**config.mk**
```make
export PLATFORM = sky130hd
export DESIGN_NAME = udp_rx
export DESIGN_NICKNAME = d
export VERILOG_FILES = /design/src/rtl/udp_rx.sv
export SDC_FILE = /design/constraint.sdc
export NUM_CORES = 1
export LEC_CHECK = 0
export CAP_MARGIN = 20
export CELL_PAD_IN_SITES_DETAIL_PLACEMENT = 2
export CELL_PAD_IN_SITES_GLOBAL_PLACEMENT = 2
export CORE_MARGIN = 2
export CORE_UTILIZATION = 36
export CTS_CLUSTER_DIAMETER = 150
export CTS_CLUSTER_SIZE = 28
export DETAILED_ROUTE_END_ITERATION = 10
export GPL_TIMING_DRIVEN = 0
export PLACE_DENSITY = 0.89
export REMOVE_ABC_BUFFERS = 1
export SLEW_MARGIN = 20
export SYNTH_ARGS = -nofsm -noshare
export SYNTH_HDL_FRONTEND = slang
export SYNTH_SLANG_ARGS = --single-unit
```
**constraint.sdc**
```tcl
create_clock -name Clk -period 9.6 [get_ports Clk]
set_input_delay 0.96 -clock Clk [delete_from_list [all_inputs] [get_ports Clk]]
set_output_delay 0.96 -clock Clk [all_outputs]
set_load 0.05 [all_outputs]
```
**src/rtl/udp_rx.sv**
```systemverilog
// udp_rx: IPv4/UDP receive parser with header validation and payload strip.
// UDP_RX_CHECKSUM_CHECK_EN enables the IPv4 header checksum check.
package eth_pkg;
  localparam int eth_ipv4_header_length = 20;
  localparam int eth_udp_header_length = 8;
  localparam int eth_udp_length_width = 16;
endpackage

module udp_rx
  import eth_pkg::*;
(
  input  logic        Clk,
  input  logic        Rst,
  input  logic [31:0] Local_ip_addr,
  input  logic [15:0] Local_udp_port,
  input  logic [7:0]  Mac_payload_data,
  input  logic        Mac_payload_valid,
  input  logic        Mac_payload_last,
  output logic [7:0]  Udp_data,
  output logic        Udp_valid,
  output logic        Udp_last,
  output logic        Udp_error,
  output logic [31:0] Udp_src_ip,
  output logic [15:0] Udp_src_port,
  output logic [eth_udp_length_width-1:0] Udp_length,
  output logic        Drop_valid,
  output logic [2:0]  Drop_reason
);

  localparam int LW = eth_udp_length_width;
  localparam logic [4:0] IP_LAST =
    5'(eth_ipv4_header_length - 1);
  localparam logic [4:0] HDR_LAST =
    5'(eth_ipv4_header_length + eth_udp_header_length - 1);

  typedef enum logic [1:0] {
    S_IP_HDR,
    S_UDP_HDR,
    S_PAYLOAD,
    S_DISCARD
  } state_t;

  state_t state_q, state_d;
  logic [4:0]    cnt_q, cnt_d;
  logic [LW-1:0] rem_q, rem_d;

  logic [7:0]    data_q, data_d;
  logic          valid_q, valid_d;
  logic          last_q, last_d;
  logic          err_q, err_d;
  logic          drop_q, drop_d;
  logic [2:0]    reason_q, reason_d;
  logic [31:0]   mip_q, mip_d;
  logic [15:0]   mport_q, mport_d;
  logic [LW-1:0] mlen_q, mlen_d;

  logic [7:0]    ver_q;
  logic [15:0]   tot_q;
  logic [13:0]   frag_q;
  logic [7:0]    proto_q;
  logic [31:0]   sip_q;
  logic [31:0]   dip_q;
  logic [15:0]   sport_q;
  logic [15:0]   dport_q;
  logic [15:0]   ulen_q;

  logic          in_hdr;
  logic          sum_bad;
  logic [2:0]    reason;

  assign in_hdr = Mac_payload_valid &&
    (state_q == S_IP_HDR || state_q == S_UDP_HDR);

`ifdef UDP_RX_CHECKSUM_CHECK_EN
  logic [31:0] acc_q;
  logic [31:0] word;

  function automatic logic [15:0] fold(input logic [31:0] a);
    logic [16:0] s;
    s = {1'b0, a[15:0]} + {1'b0, a[31:16]};
    return s[15:0] + {15'h0, s[16]};
  endfunction

  assign word = cnt_q[0] ? {24'h0, Mac_payload_data}
                         : {16'h0, Mac_payload_data, 8'h0};

  // One's-complement accumulation over the IP header, folded at its last byte
  always_ff @(posedge Clk) begin
    if (Rst) begin
      acc_q <= '0;
    end else if (Mac_payload_valid && state_q == S_IP_HDR) begin
      if (cnt_q == 5'd0)
        acc_q <= word;
      else if (cnt_q == IP_LAST)
        acc_q <= {16'h0, fold(acc_q + word)};
      else
        acc_q <= acc_q + word;
    end
  end

  assign sum_bad = (acc_q[15:0] != 16'hFFFF);
`else
  assign sum_bad = 1'b0;
`endif

  // Capture header fields by byte position
  always_ff @(posedge Clk) begin
    if (Rst) begin
      ver_q   <= '0;
      tot_q   <= '0;
      frag_q  <= '0;
      proto_q <= '0;
      sip_q   <= '0;
      dip_q   <= '0;
      sport_q <= '0;
      dport_q <= '0;
      ulen_q  <= '0;
    end else if (in_hdr) begin
      case (cnt_q)
        5'd0:  ver_q <= Mac_payload_data;
        5'd2:  tot_q[15:8] <= Mac_payload_data;
        5'd3:  tot_q[7:0] <= Mac_payload_data;
        5'd6:  frag_q[13:8] <= Mac_payload_data[5:0];
        5'd7:  frag_q[7:0] <= Mac_payload_data;
        5'd9:  proto_q <= Mac_payload_data;
        5'd12, 5'd13, 5'd14, 5'd15:
          sip_q <= {sip_q[23:0], Mac_payload_data};
        5'd16, 5'd17, 5'd18, 5'd19:
          dip_q <= {dip_q[23:0], Mac_payload_data};
        5'd20: sport_q[15:8] <= Mac_payload_data;
        5'd21: sport_q[7:0] <= Mac_payload_data;
        5'd22: dport_q[15:8] <= Mac_payload_data;
        5'd23: dport_q[7:0] <= Mac_payload_data;
        5'd24: ulen_q[15:8] <= Mac_payload_data;
        5'd25: ulen_q[7:0] <= Mac_payload_data;
        default: ;
      endcase
    end
  end

  // Lowest failing check wins; 0 means the datagram is accepted
  always_comb begin
    reason = 3'd0;
    if (ver_q != 8'h45)
      reason = 3'd1;
    else if (proto_q != 8'd17)
      reason = 3'd2;
    else if (sum_bad)
      reason = 3'd3;
    else if (frag_q != 14'd0)
      reason = 3'd4;
    else if (dip_q != Local_ip_addr)
      reason = 3'd5;
    else if (dport_q != Local_udp_port)
      reason = 3'd6;
    else if (ulen_q < 16'd9 ||
             ({1'b0, ulen_q} + 17'(eth_ipv4_header_length)
               > {1'b0, tot_q}))
      reason = 3'd7;
  end

  // Next-state and registered-output logic
  always_comb begin
    state_d  = state_q;
    cnt_d    = cnt_q;
    rem_d    = rem_q;
    data_d   = data_q;
    valid_d  = 1'b0;
    last_d   = 1'b0;
    err_d    = 1'b0;
    drop_d   = 1'b0;
    reason_d = 3'd0;
    mip_d    = mip_q;
    mport_d  = mport_q;
    mlen_d   = mlen_q;
    unique case (state_q)
      S_IP_HDR: begin
        if (Mac_payload_valid) begin
          cnt_d = cnt_q + 5'd1;
          if (Mac_payload_last) begin
            drop_d   = 1'b1;
            reason_d = 3'd7;
            cnt_d    = 5'd0;
          end else if (cnt_q == IP_LAST) begin
            state_d = S_UDP_HDR;
          end
        end
      end
      S_UDP_HDR: begin
        if (Mac_payload_valid) begin
          cnt_d = cnt_q + 5'd1;
          if (cnt_q == HDR_LAST) begin
            cnt_d = 5'd0;
            if (reason != 3'd0) begin
              drop_d   = 1'b1;
              reason_d = reason;
              state_d  = Mac_payload_last ? S_IP_HDR : S_DISCARD;
            end else if (Mac_payload_last) begin
              drop_d   = 1'b1;
              reason_d = 3'd7;
              state_d  = S_IP_HDR;
            end else begin
              rem_d   = ulen_q - 16'(eth_udp_header_length);
              mip_d   = sip_q;
              mport_d = sport_q;
              mlen_d  = ulen_q - 16'(eth_udp_header_length);
              state_d = S_PAYLOAD;
            end
          end else if (Mac_payload_last) begin
            drop_d   = 1'b1;
            reason_d = 3'd7;
            cnt_d    = 5'd0;
            state_d  = S_IP_HDR;
          end
        end
      end
      S_PAYLOAD: begin
        if (Mac_payload_valid) begin
          valid_d = 1'b1;
          data_d  = Mac_payload_data;
          rem_d   = rem_q - 16'd1;
          if (rem_q == 16'd1) begin
            last_d  = 1'b1;
            state_d = Mac_payload_last ? S_IP_HDR : S_DISCARD;
          end else if (Mac_payload_last) begin
            last_d  = 1'b1;
            err_d   = 1'b1;
            state_d = S_IP_HDR;
          end
        end
      end
      S_DISCARD: begin
        if (Mac_payload_valid && Mac_payload_last)
          state_d = S_IP_HDR;
      end
      default: state_d = S_IP_HDR;
    endcase
  end

  // State and output registers
  always_ff @(posedge Clk) begin
    if (Rst) begin
      state_q  <= S_IP_HDR;
      cnt_q    <= '0;
      rem_q    <= '0;
      data_q   <= '0;
      valid_q  <= 1'b0;
      last_q   <= 1'b0;
      err_q    <= 1'b0;
      drop_q   <= 1'b0;
      reason_q <= '0;
      mip_q    <= '0;
      mport_q  <= '0;
      mlen_q   <= '0;
    end else begin
      state_q  <= state_d;
      cnt_q    <= cnt_d;
      rem_q    <= rem_d;
      data_q   <= data_d;
      valid_q  <= valid_d;
      last_q   <= last_d;
      err_q    <= err_d;
      drop_q   <= drop_d;
      reason_q <= reason_d;
      mip_q    <= mip_d;
      mport_q  <= mport_d;
      mlen_q   <= mlen_d;
    end
  end

  assign Udp_data     = data_q;
  assign Udp_valid    = valid_q;
  assign Udp_last     = last_q;
  assign Udp_error    = err_q;
  assign Udp_src_ip   = mip_q;
  assign Udp_src_port = mport_q;
  assign Udp_length   = mlen_q;
  assign Drop_valid   = drop_q;
  assign Drop_reason  = reason_q;

endmodule

```
Word-level counts from Yosys, hierarchy flattened. Cells that the tools add are included.

Register bits: 260. Input port bits: 60. Output and inout port bits: 79. Logic and storage cells: 151.

Add/sub/neg operators: 4. Magnitude comparators: 2. Eq/ne operators: 37. Muxes and demuxes: 44. Bitwise operators: 4. Reductions and logical operators: 34.

Operators by type and width (count): 16-bit 2-to-1 mux (5); 5-bit equality test (second input constant) (11); 3-bit 2-to-1 mux (11); 32-bit != test (1); 16-bit one-hot mux with 2 select lines (1); 2-bit AND reduction (15); 5-bit by 4-bit equality test with 1-bit output (second input constant) (5); 2-bit 2-to-1 mux (12); 5-bit 2-to-1 mux (4); 16-bit by 5-bit adder with 17-bit output (second input constant) (1); 17-bit by 16-bit greater-than comparator with 1-bit output (1); 16-bit by 1-bit equality test with 1-bit output (second input constant) (1); 16-bit by 4-bit < comparator with 1-bit output (second input constant) (1); 16-bit != test (1); 16-bit by 1-bit subtractor with 16-bit output (second input constant) (1); 16-bit by 4-bit subtractor with 16-bit output (second input constant) (1); 2-bit != test (second input constant) (7); 14-bit nonzero test (1); 6-bit AND reduction (2); 4-bit OR reduction (3); 5-bit by 2-bit equality test with 1-bit output (second input constant) (2); 5-bit by 3-bit equality test with 1-bit output (second input constant) (2); 5-bit one-hot mux with 2 select lines (1); 8-bit by 5-bit != test with 1-bit output (second input constant) (1); other kinds (20) (34).

Logic depth before layout (Yosys ltp).
Depth in word-level cells: 14. Mapped depth: 17. Depth with buffers taken out: 14.

Worst setup path after synthesis. OpenSTA, ideal clock, no wires.

Kind: flip-flop to flip-flop. Start point: register ulen_q[4]. End point: register mlen_q[4] (netlist: Udp_length[4]). Arrival: 3.467 ns. Required time: 9.456 ns. Path slack: 5.989 ns. Cell stages (with the launch flop): 18. Period minus slack after synthesis: 3.611 ns. Path through: dfxtp_1 > buf_2 > inv_1 > ha_1 > a21oi_1 > nor2_1 > nand4_1 > xnor2_1 > ha_1 > nand3_2 > or3_4 > o22ai_4 > o2111ai_4 > or4b_4 > buf_6 > buf_6 > nand2_1 > a21oi_1.

Cells in the longest elaborated chain, start to end: 12. Elaborated cells between the ends (all ways): 14. Classes of those cells: 2 x add/sub; 2 x order compare; 6 x mux; 1 x bitwise; 3 x reduce/logical.

RTL lines: start, declared (RTL line 65) `logic [15:0] ulen_q;`; start signal, assigned (RTL line 135) `5'd25: ulen_q[7:0] <= Mac_payload_data;`; 16-bit by 5-bit adder with 17-bit output (RTL line 157) `({1'b0, ulen_q} + 17'(eth_ipv4_header_length)`; 17-bit by 16-bit greater-than comparator with 1-bit output (RTL line 158) `> {1'b0, tot_q}))`; 1-bit logical OR (RTL line 156) `else if (ulen_q < 16'd9 ||`; 3-bit 2-to-1 mux (RTL line 156); 3-bit 2-to-1 mux (RTL line 154) `else if (dport_q != Local_udp_port)`; 3-bit 2-to-1 mux (RTL line 152) `else if (dip_q != Local_ip_addr)`; 3-bit 2-to-1 mux (RTL line 150) `else if (frag_q != 14'd0)`; 3-bit 2-to-1 mux (RTL line 146) `else if (proto_q != 8'd17)`; 3-bit 2-to-1 mux (RTL line 144) `if (ver_q != 8'h45)`; 3-bit nonzero test (RTL line 194) `if (reason != 3'd0) begin`; 1-bit NOT (no source line); 5-bit AND reduction (no source line); end signal, assigned (RTL line 267) `mlen_q <= mlen_d;`; end, declared (RTL line 55) `logic [LW-1:0] mlen_q, mlen_d;`.

Parallel ways exist; a longest one is shown, timed or not. A chain may end at the register's enable or synchronous reset.

Worst setup path after layout.
Start point: register ulen_q[4]. End point: register mlen_q[15] (netlist: Udp_length[15]).

Same word-level chain as after synthesis.

==> results.txt <==
Fmax = 215.0 MHz
Critical Path Sink Type = register
TritonCTS buffer count = 13
CP max FO = 65
Fillers = 3636
Clock Tree Root = clkbuf_16
Ant diodes = 0
First-pass GRT wire length = 62.64 mm
CTS H-tree lvls = 1
Die Wd = 185.4 um
Post-CTS Resized = 0
Status = finished, final reports clean
Avg Inst Size Synth = 8.203 sq um
M1 GR Usage = 28.44%
Vias per cell = 5.391
Antenna Violating Nets Remaining = 0
Worst R2R End = Udp_length[15]$_SDFFE_PP0P_
Dpl hpwl = 27.87 mm
Tot GR Track Use = 22.84%
Worst-margin pin slew = 1168 ps
Port Buf Inserts = 138
Crit. path cell count = 14
Synth cell types = 77
Post-Syn Area = 11850 sq um
Largest stage delay, worst path = 1010 ps
Most used cell, CP = ha_1
Cell taking the most area after synthesis = dfxtp_1
Post-synth top area share = 43.94%
Initial antenna violation count = 1
Worst r2r src = ulen_q[4]$_SDFFE_PP0P_
Leakage = 4.595 nW
Post-route cell area = 13910 sq um
Total routed wirelength = 39.37 mm
Slowest-stage cell, CP = or4b_4
Placed cell area = 13560 sq um
Met3 Resource Use GR = 2.025%
Core Util, Final = 42.85%
Final Hold Viols = 0
Nets = 1603
R2R setup slack = 4950 ps
Pin count of the biggest net entering global routing = 90
Initial DRC Count = 446
Period minus WS final = 4651 ps
CP Cell Sequence = inv_1, ha_1, a21oi_1, nor2_1, nand4_1, xnor2_1, ha_1, nand3_2, or3_4, o22ai_4, o2111ai_4, or4b_4, and2_1, o21a_1
RSZ-0062 raised after global routing = no
Ports = 139
Main synth FF type = dfxtp_1
Post-route DRC = 0
Crit share post-route = 48.45%
Slew Viols, Final = 0
Share of cells above drive strength 1 = 7.525%
DR vias = 10550
Worst-case clock buffer depth = 3
Final Skew = 34.24 ps
Row count = 66
Worst Path Buf+Inv = 1
TritonCTS clock tree = yes
Tot Pwr = 1.805 mW
Synthesis Warnings = 0
Worst skew pair latency = 500 ps
Clock-pin transition on the worst setup and hold timing paths = 120 ps
Worst r2r path cells = 14
Register area share after synthesis = 43.94%
DIE AREA = 34370 sq um
Maximum VDD drop = 85.14 uV
Relative slew slack = 21.90%
Arr. time, crit path = 5060 ps
Crit path launch type = register
Post-synthesis sequential element count = 260
CTS Hold Bufs = 0
Sink Count = 260
GPL Wtd Cong = 0.8125
Die Y = 185.4 um
Core ar. = 32450 sq um
Drt wl/cell = 20.12 um
Layer with the highest usage = met2
Pwr dens = 129.8 nW/um^2
Vias in the first global route = 11406
Max-cap viol count = 0
Setup bufs post-CTS = 0
Area Overhead vs Synth = 17.41%
Critical path class = reg2reg
Async SR Flop Fraction = 0%
Top post-synthesis cells by area = dfxtp_1 44%, nand2_1 11%, a21oi_1 8.2%
CP required = 10010 ps
Initial Utilization = 36.50%
CP delay by family, top = simple AND/OR/NAND/NOR gates
Worst setup path start = ulen_q[4]$_SDFFE_PP0P_
Number of synthesized flops with an enable pin = 0
Drt first pass iters = 4
Global routing met2 resource utilization = 41.93%
Final setup fails = 0
GRT overflow = 0
Synth Instances = 1444
Hold Path Class = reg2reg
Crit path to = Udp_length[15]$_SDFFE_PP0P_
==> state kept, by name, summed over array words and instances (netlist names) <==
| name | count |
|---|---|
| dip_q | 32 |
| cnt_q | 5 |
| ver_q | 8 |
| state_q | 2 |
| sport_q | 16 |
| Udp_src_ip | 32 |
| Drop_reason | 3 |
| ulen_q | 16 |
| proto_q | 8 |
| Drop_valid | 1 |
| Udp_last | 1 |
| Udp_valid | 1 |
| Udp_src_port | 16 |
| frag_q | 14 |
| dport_q | 16 |
| rem_q | 16 |
| sip_q | 32 |
| Udp_error | 1 |
| Udp_data | 8 |
| tot_q | 16 |
| Udp_length | 16 |
==> kinds of logic after synthesis <==
family | share of synthesized area, %
flops | 43.94
simple gates | 23.71
buf+inv | 5.398
mux | 3.465
fa+ha+maj | 2.852
xor+xnor | 5.250
compound gates | 15.38
==> layer usage <==
layer / up-vias / share of wire [%]
met5: - / 0.033
met4: 2 / 2.3
met3: 54 / 2.5
met2: 168 / 52
met1: 5316 / 43
li1: 5010 / -
==> worst min path at each step <==
stage	start	to	slack (ps)	depth (start not counted)
3_3_place_gp	Udp_length[4]$_SDFFE_PP0P_	Udp_length[4]$_SDFFE_PP0P_	440	2
5_1_grt	Udp_length[9]$_SDFFE_PP0P_	Udp_length[9]$_SDFFE_PP0P_	480	2
2_1_floorplan	ver_q[0]$_SDFFE_PP0P_	ver_q[0]$_SDFFE_PP0P_	430	2
6_report	sport_q[1]$_SDFFE_PP0P_	Udp_src_port[1]$_SDFFE_PP0P_	460	2
3_5_place_dp	Udp_src_ip[27]$_SDFFE_PP0P_	Udp_src_ip[27]$_SDFFE_PP0P_	450	2
4_1_cts	Udp_src_ip[27]$_SDFFE_PP0P_	Udp_src_ip[27]$_SDFFE_PP0P_	470	2
==> power breakdown <==
group / internal, mW / switching [mW]
logic: 0.0392 / 0.0656
clock network: 0.252 / 0.364
registers: 1.08 / 0.00203
==> tightest hold or removal path, cell delays in order (launching register included) <==
cell,delay [ps]
dfxtp_1,330
nand2_1,60
a21oi_1,50
==> cell usage after synthesis (3+ instances only) <==
cell type / count
a21oi_2: 20
o32ai_1: 3
o21ai_0: 15
ha_1: 27
and2_1: 6
a211oi_1: 6
nor2b_1: 4
a21oi_1: 195
and3_1: 7
nand4_1: 20
a31oi_1: 6
nand3_1: 65
nand2_2: 32
o211ai_1: 4
buf_6: 13
xor2_1: 13
nor4_1: 14
or4_1: 3
buf_2: 8
nor4b_1: 4
o31ai_1: 7
a21o_1: 3
nor3_1: 16
clkbuf_1: 74
dfxtp_1: 260
nand2_1: 335
nor2_1: 83
mux2i_1: 41
inv_1: 31
o21a_1: 3
xnor2_1: 58
o31a_1: 3
nand2b_1: 9
==> cell usage in the layout, fill, tap and decap left out, types with 27 or more instances in the layout <==
cell and instances:
a21oi_1 195, nor2_1 81, dfxtp_1 260, nand2_2 32, xnor2_1 58, clkdlybuf4s50_1 136
inv_1 31, ha_1 27, nand3_1 65, mux2i_1 41, nand2_1 335
==> cell type report <==
cell class,instances,area [sq um],area share [%]
clock buffer,13,325.3,2.339
clock inverter,1,20.02,0.1439
inverter,32,120.1,0.8637
multi-input combinational,1052,6061,43.58
sequential,260,5205,37.43
tap,442,553.0,3.977
timing repair buffer,157,1623,11.67
==> per-stage QoR <==
stage	worst slack, ps	setup TNS [ps]	hold slack [ps]	cells
finish	4949	0	457.8	1957
global route	4674	0	480.7	1957
CTS	4973	0	465.6	1957
detailed placement	4614	0	450.4	1943
global placement	-2405	-16880	439.3	1924
floorplan	4781	0	425.2	1344
No activity file was read; power rests on OpenSTA's default activity.
